**src/rtl/fifo36_to_ll8_pkg.sv**
```systemverilog
// Shared definitions for the 36-bit FIFO to 8-bit LocalLink serializer:
// word field positions, framing state encoding and the occ decode.
package fifo36_to_ll8_pkg;

  localparam int unsigned SOF_BIT = 32;
  localparam int unsigned EOF_BIT = 33;
  localparam int unsigned OCC_LSB = 34;

  typedef enum logic [0:0] {
    WAIT_SOF = 1'b0,
    IN_PKT   = 1'b1
  } state_e;

  // Number of valid bytes carried by an EOF word; occ of zero means a full word.
  function automatic logic [2:0] occ_to_nbytes(input logic [1:0] occ);
    logic [2:0] nbytes;
    case (occ)
      2'd0:    nbytes = 3'd4;
      2'd1:    nbytes = 3'd1;
      2'd2:    nbytes = 3'd2;
      2'd3:    nbytes = 3'd3;
      default: nbytes = 3'd4;
    endcase
    return nbytes;
  endfunction

endpackage

```
**src/rtl/fifo36_to_ll8.sv**
```systemverilog
// Serializes 36-bit FIFO words (data + SOF/EOF/occ) into 8-bit LocalLink bytes.
// A single holding register feeds the byte mux; a new word is accepted in the
// same cycle its predecessor's last byte leaves, so the stream has no bubbles.
module fifo36_to_ll8
  import fifo36_to_ll8_pkg::*;
#(
  parameter bit LE = 1'b0
) (
  input  logic        clock,
  input  logic        reset,
  input  logic        clear,
  input  logic [35:0] datain,
  input  logic        src_rdy_i,
  output logic        dst_rdy_o,
  output logic [7:0]  ll_data,
  output logic        ll_sof_n,
  output logic        ll_eof_n,
  output logic        ll_src_rdy_n,
  input  logic        ll_dst_rdy_n,
  output logic        framing_err
);

  logic [35:0] word_q, word_d;
  logic        valid_q, valid_d;
  logic [1:0]  idx_q, idx_d;
  state_e      state_q, state_d;
  logic        ferr_q, ferr_d;

  logic        sof_s;
  logic        eof_s;
  logic [2:0]  nbytes_s;
  logic [2:0]  last_idx_s;
  logic        last_byte_s;
  logic [1:0]  lane_s;
  logic [7:0]  byte_s;
  logic        in_xfer_s;
  logic        out_xfer_s;

  // Decode the held word: framing flags, last-byte position and selected byte lane.
  always_comb begin
    sof_s      = word_q[SOF_BIT];
    eof_s      = word_q[EOF_BIT];
    nbytes_s   = occ_to_nbytes(word_q[OCC_LSB +: 2]);
    last_idx_s = 3'd3;
    if (eof_s) begin
      last_idx_s = nbytes_s - 3'd1;
    end else begin
      last_idx_s = 3'd3;
    end
    last_byte_s = (idx_q == last_idx_s[1:0]);
    // Big-endian order walks lanes 3..0, little-endian walks 0..3.
    if (LE) begin
      lane_s = idx_q;
    end else begin
      lane_s = 2'd3 - idx_q;
    end
    case (lane_s)
      2'd0:    byte_s = word_q[7:0];
      2'd1:    byte_s = word_q[15:8];
      2'd2:    byte_s = word_q[23:16];
      2'd3:    byte_s = word_q[31:24];
      default: byte_s = 8'h00;
    endcase
  end

  // Handshakes: the register frees up when its last byte is taken this cycle.
  always_comb begin
    dst_rdy_o  = ~valid_q | (last_byte_s & ~ll_dst_rdy_n);
    in_xfer_s  = src_rdy_i & dst_rdy_o;
    out_xfer_s = valid_q & ~ll_dst_rdy_n;
  end

  // LocalLink outputs derive only from registered state, so they hold under backpressure.
  always_comb begin
    ll_src_rdy_n = ~valid_q;
    ll_data      = valid_q ? byte_s : 8'h00;
    ll_sof_n     = ~(valid_q & sof_s & (idx_q == 2'd0));
    ll_eof_n     = ~(valid_q & eof_s & last_byte_s);
    framing_err  = ferr_q;
  end

  // Next state: drain bytes, then accept a new word and track packet framing.
  always_comb begin
    word_d  = word_q;
    valid_d = valid_q;
    idx_d   = idx_q;
    state_d = state_q;
    ferr_d  = 1'b0;

    if (out_xfer_s) begin
      if (last_byte_s) begin
        valid_d = 1'b0;
        idx_d   = 2'd0;
      end else begin
        idx_d = idx_q + 2'd1;
      end
    end else begin
      idx_d = idx_q;
    end

    if (in_xfer_s) begin
      case (state_q)
        WAIT_SOF: begin
          if (datain[SOF_BIT]) begin
            word_d  = datain;
            valid_d = 1'b1;
            idx_d   = 2'd0;
            state_d = datain[EOF_BIT] ? WAIT_SOF : IN_PKT;
          end else begin
            // Orphan word outside a packet: swallow it and flag the error.
            ferr_d = 1'b1;
          end
        end
        IN_PKT: begin
          // A SOF here abandons the open packet; the new word still starts one.
          word_d  = datain;
          valid_d = 1'b1;
          idx_d   = 2'd0;
          ferr_d  = datain[SOF_BIT];
          state_d = datain[EOF_BIT] ? WAIT_SOF : IN_PKT;
        end
        default: begin
          state_d = WAIT_SOF;
        end
      endcase
    end else begin
      state_d = state_q;
    end
  end

  // State registers; reset and clear both drop any held word immediately.
  always_ff @(posedge clock) begin
    if (reset | clear) begin
      word_q  <= 36'h0;
      valid_q <= 1'b0;
      idx_q   <= 2'd0;
      state_q <= WAIT_SOF;
      ferr_q  <= 1'b0;
    end else begin
      word_q  <= word_d;
      valid_q <= valid_d;
      idx_q   <= idx_d;
      state_q <= state_d;
      ferr_q  <= ferr_d;
    end
  end

endmodule

```
**config.mk**
```make
export PLATFORM = sky130hd
export DESIGN_NAME = fifo36_to_ll8
export DESIGN_NICKNAME = d
export VERILOG_FILES = /design/src/rtl/fifo36_to_ll8_pkg.sv /design/src/rtl/fifo36_to_ll8.sv
export SDC_FILE = /design/constraint.sdc
export NUM_CORES = 1
export LEC_CHECK = 0
export BUFFER_PORTS_ARGS = -buffer_cell sky130_fd_sc_hd__buf_4
export CAP_MARGIN = 20
export CORE_UTILIZATION = 52
export CTS_CLUSTER_DIAMETER = 30
export CTS_CLUSTER_SIZE = 28
export DETAILED_ROUTE_END_ITERATION = 12
export GPL_ROUTABILITY_DRIVEN = 0
export PLACE_DENSITY = 0.79
export SYNTH_ARGS = -nofsm -noshare
export SYNTH_HDL_FRONTEND = slang
export SYNTH_SLANG_ARGS = --single-unit
```
**constraint.sdc**
```tcl
create_clock -name clock -period 1.9 [get_ports clock]
set_input_delay 0.095 -clock clock [delete_from_list [all_inputs] [get_ports clock]]
set_output_delay 0.095 -clock clock [all_outputs]
set_load 0.05 [all_outputs]
```
* After elaboration in Yosys (flattened, before gate mapping) *
Index checks and enable logic that the tools add are counted.

cells by class
  add/subtract/negate cells = 3
  multipliers = 0
  div/mod/pow operators = 0
  magnitude comparators = 0
  eq/ne operators = 8
  shift operators = 0
  mux-type cells = 21
  bitwise gates (word level) = 15
  reductions and logical operators = 5

operator list
  kind                                              number
  one-hot mux 36 bit (2 select lines)               1
  two-way mux 36 bit                                1
  one-hot mux 8 bit (4 select lines)                1
  two-way mux 2 bit                                 5
  == test 2 bit, second input constant              4
  two-way mux 8 bit                                 1
  one-hot mux 2 bit (4 select lines)                1
  bitwise AND 1 bit                                 7
  two-way mux 1 bit                                 7
  logical NOT 2 bit                                 3
  inverter 1 bit                                    6
  one-hot mux 1 bit (2 select lines)                3
  == test 2 x 1 -> 1 bit, second input constant     2
  one-hot mux 2 bit (2 select lines)                1
  adder 2 x 1 -> 2 bit, second input constant       1
  == test 2 bit                                     1
  != test 2 bit, second input constant              1
  OR 1 bit                                          2
  AND reduction 2 bit                               1
  OR reduction 2 bit                                1
  subtractor 2 x 1 -> 2 bit, second input constant  1
  subtractor 2 bit, first input constant            1

word-level totals
  register bits = 41
  bits in latches = 0
  bits in writable memories = 0
  memory bits (read-only) = 0
  input port bits = 41
  logic and storage cells = 57
  memories = 0

* Depth between registers and ports, before layout *
  depth after elaboration = 10
  mapped depth = 7

* Least setup slack after synthesis *
No wires, ideal clock.

  path type = register to output
  start point = reg idx_q[1]
  end point = out ll_data[0]
  data arrival time = 1.874 ns
  required time = 1.805 ns
  setup slack = -0.069 ns
  cell stages (with the launch flop) = 6
  path through = dfxtp_1 -> ha_1 -> clkbuf_1 -> clkbuf_1 -> a21oi_1 -> nor2_1

between the ends
  cells in the longest elaborated chain, start to end = 4
  elaborated cells between the ends (all ways) = 7
  those cells by class = add/sub (1); eq/ne (3); mux (2); reduce/logical (1)

ends and longest elaborated chain
  item                                   line                  RTL
  start, declared                        fifo36_to_ll8.sv:25   logic [1:0] idx_q, idx_d;
  start signal, assigned                 fifo36_to_ll8.sv:142  idx_q <= idx_d;
  subtractor 2 bit *                     fifo36_to_ll8.sv:55   lane_s = 2'd3 - idx_q;
  == test 2 bit (tied with other cells)  fifo36_to_ll8.sv:57   case (lane_s)
  one-hot mux 8 bit (4 select lines) *   fifo36_to_ll8.sv:57
  two-way mux 8 bit *                    fifo36_to_ll8.sv:76   ll_data = valid_q ? byte_s : 8'h00;
  end, declared                          fifo36_to_ll8.sv:15   output logic [7:0] ll_data,

Mark *: on every way between the ends. The rest lies on a longest branch, timed or not.

* Final worst setup path *
  start point = reg idx_q[1]
  end point = reg word_q[20]

between the ends
  cells in the longest elaborated chain, start to end = 5

ends and longest elaborated chain
  item                                  line                  RTL
  == test 2 bit                         fifo36_to_ll8.sv:50   last_byte_s = (idx_q == last_idx_s[1:0]);
  bitwise AND 1 bit                     fifo36_to_ll8.sv:68   dst_rdy_o = ~valid_q | (last_byte_s & ~ll_dst_rdy_n);
  OR 1 bit                              fifo36_to_ll8.sv:68
  bitwise AND 1 bit                     fifo36_to_ll8.sv:69   in_xfer_s = src_rdy_i & dst_rdy_o;
  AND reduction 2 bit (no source line)  --
  end signal, assigned                  fifo36_to_ll8.sv:140  word_q <= word_d;
  end, declared                         fifo36_to_ll8.sv:23   logic [35:0] word_q, word_d;

No other way between the ends.
A chain may end at the register's enable or synchronous reset.

==> flow_metrics.tcl <==
set metrics [dict create \
    status "complete, but fails checks" \
    synthToLayoutAreaGrowth_pct 42.8 \
    syn_inst 242 \
    ys_warn_count 0 \
    synthDistinctLibCells 32 \
    cp_slowest_cell "a311oi_4" \
    min_path_cells 3 \
    clock.fmax_mhz 510 \
    yosysSeqAreaShare_pct 39.4 \
    vias 2029 \
    layout_commonest_cell "nand2_1" \
    grt_pass1_vias 1840 \
    final_util_pct 79.6 \
    diodes 0 \
    reg2reg_from "idx_q[1]$_SDFF_PP0_" \
    grt_pass1_wl_um 8570 \
    cts_sinks 41 \
    final_layout_size_suffix_gt1_share_pct 38.2 \
    cts_tree "done" \
    initial_core_util_pct 55.7 \
    worst_ep_required_time_ns 2.12 \
    p_per_area_nw_per_um2 642 \
    num_io_pins 54 \
    io_buffers 53 \
    antenna_found_initial 0 \
    avgViaCountPerCell 5.68 \
    drc_errors 0 \
    dp_hpwl_um 3370 \
    synth-seq-cells 41 \
    reg2reg_slack_ns -0.06 \
    h-tree-depth 2 \
    wl_um 6070 \
    hold_end "word_q[35]$_SDFFE_PP0P_" \
    grt_max_degree 40 \
    cp.arrival_ns 2.17 \
    crit_type "flop to flop" \
    crit_path_max_fanout 7 \
    critPathBufInv 3 \
    r2r-end "word_q[20]$_SDFFE_PP0P_" \
    wl_per_cell_um 17.0 \
    fp-row-count 22 \
    grt_usage_pct 26.6 \
    fp.dieArea_um2 4270 \
    timing.slew.headroom_pct 71.9 \
    worstSetupEndpointType "flop" \
    slew_violations 0 \
    worstMarginPinSlew_ns 0.421 \
    skew_ns 0.0110 \
    dr.pass1.iters 5 \
    nets 355 \
    crit_family "compound AO/OA/AOI/OAI gates" \
    overflow 0 \
    dr.first_iter.drc_count 231 \
    startpoint_type "flop" \
    synth.cell_area_um2 2090 \
    cap_violations 0 \
    fin_crit_ns 1.96 \
    layout_common_cells "74 x nand2_1, 61 x buf_4, 38 x dfxtp_1, 35 x mux2i_1, 9 x buf_6" \
    holdBufCountCts 0 \
    ant_nets 0 \
    min_from "datain[35]" \
    fillers 243 \
    cts_buffers 5 \
    die_h_um 65.3 \
    avgSynthCellArea_um2 8.62 \
    clkLatencyLatePin_ns 0.30 \
    root_buffer "clkbuf_8" \
    die_x_um 65.3 \
    clkTransAtPathRegs_ns 0.09 \
    rsz0062_at_grt "yes" \
    violations "setup timing" \
    ir_drop_uv 472 \
    synth_fp_nets 289 \
    clock_path_buffers 2 \
    tns_ns -0.605 \
    period_share_pct 103 \
    hp-class "input pin to flop" \
    hold_viol 0 \
    setup_violations 32 \
    fp.coreArea_um2 3740 \
    slowest_delay_ns 0.37 \
    power_leakage_uw 0.00119 \
    setup_slack_ns -0.0589 \
    cp_cell_sequence "buf_4 -> nor3b_4 -> o211ai_4 -> a311oi_4 -> buf_6 -> buf_12 -> mux2i_1" \
    reg2reg_depth 7 \
]
==> where the power goes <==
group	leakage [uW]	internal, uW	switching (uW)	total, uW
registers	0.000334	878	17.8	895
logic	0.000794	146	127	273
clock network	0.0000574	427	316	744
total	0.00119	1450	461	1910
==> per-layer routing <==
metal	track usage, %	wire length [um]
met5	0	0
met4	13.3	212
met3	6.42	389
met2	43.7	2980
met1	32.2	2490
==> flip-flops by register name (all words and copies together) (netlist names) <==
name	flops
state_q	1
framing_err	1
idx_q	2
word_q	36
valid_q	1
==> cell families (layout without fill, tap and decap cells) <==
| logic type | after synthesis | count (layout) | synth area share, % |
|---|---|---|---|
| buffers and inverters | 23 | 90 | 6.84 |
| adder cells (fa/ha/maj) | 6 | 6 | 3.60 |
| AO/OA/AOI/OAI | 30 | 30 | 11.0 |
| AND/OR/NAND/NOR | 106 | 106 | 22.0 |
| flip-flops | 41 | 41 | 39.4 |
| multiplexers | 36 | 36 | 17.3 |
==> area by class of cell <==
cell class	instances	area, um^2	share of cell area [%]
flip-flops and latches	41	830	27.8
well taps	48	60.1	2.02
clock buffers	6	82.6	2.77
inverters	7	26.3	0.882
clock inverters	2	37.5	1.26
multi-input cells	178	1260	42.3
repair buffers	75	682	22.9
==> cell usage after synthesis (all sizes together) <==
cell	number	area, um^2
inv	7	26.3
and3b	1	8.76
nand4	2	12.5
nor2b	1	6.26
buf	4	71.3
mux2i	36	360
dfxtp	41	821
nand4b	1	8.76
a222oi	8	80.1
nand3	3	15.0
nor3b	1	12.5
or2	1	6.26
a221oi	2	17.5
and4	1	10.0
nand2	74	278
nor2	17	63.8
clkbuf	12	45.0
ha	6	75.1
o22a	1	8.76
nor4b	2	23.8
a311oi	2	23.8
a21oi	12	60.1
o21ai	2	10.0
or3	1	6.26
nand2b	1	6.26
a32oi	1	8.76
o211ai	2	20.0
==> worst reg2reg max path, stage by stage (launching register included) <==
cell	delay (ns)
dfxtp_4	0.36
buf_4	0.16
nor3b_4	0.26
o211ai_4	0.15
a311oi_4	0.37
buf_6	0.21
buf_12	0.15
mux2i_1	0.22
==> stage by stage <==
stage               hold WS [ns]  total power, uW  setup slack, ns  std cells  area, um^2
finish                    0.0354             1910          -0.0589        357        2980
global route              0.0361             1980           -0.143        357        2980
detailed placement         0.362             1140          -0.0586        332        2520
global placement           0.356             1130           0.0177        332        2520
floorplan                  0.237             1050           0.0721        242        2110
CTS                       0.0462             1870          -0.0114        347        2780
==> how the worst max path moves through the flow <==
stage	startpoint	depth (start not counted)	endpoint	slack, ns
floorplan	idx_q[0]$_SDFF_PP0_	4	idx_q[0]$_SDFF_PP0_	0.07
global placement	idx_q[1]$_SDFF_PP0_	7	ll_data[7]	0.02
detailed placement	idx_q[1]$_SDFF_PP0_	7	ll_data[7]	-0.06
CTS	idx_q[0]$_SDFF_PP0_	7	ll_data[7]	-0.01
global route	idx_q[1]$_SDFF_PP0_	7	ll_data[7]	-0.14
finish	idx_q[1]$_SDFF_PP0_	7	word_q[20]$_SDFFE_PP0P_	-0.06
==> what timing repair did <==
item / CTS / global route
resized for setup: 18 / 22
gates cloned: 1 / 2
endpoints found under the setup margin: 20 / 46
setup buffers: 6 / 8
pin swaps: 7 / 14
(Power assumes the default switching activity.)
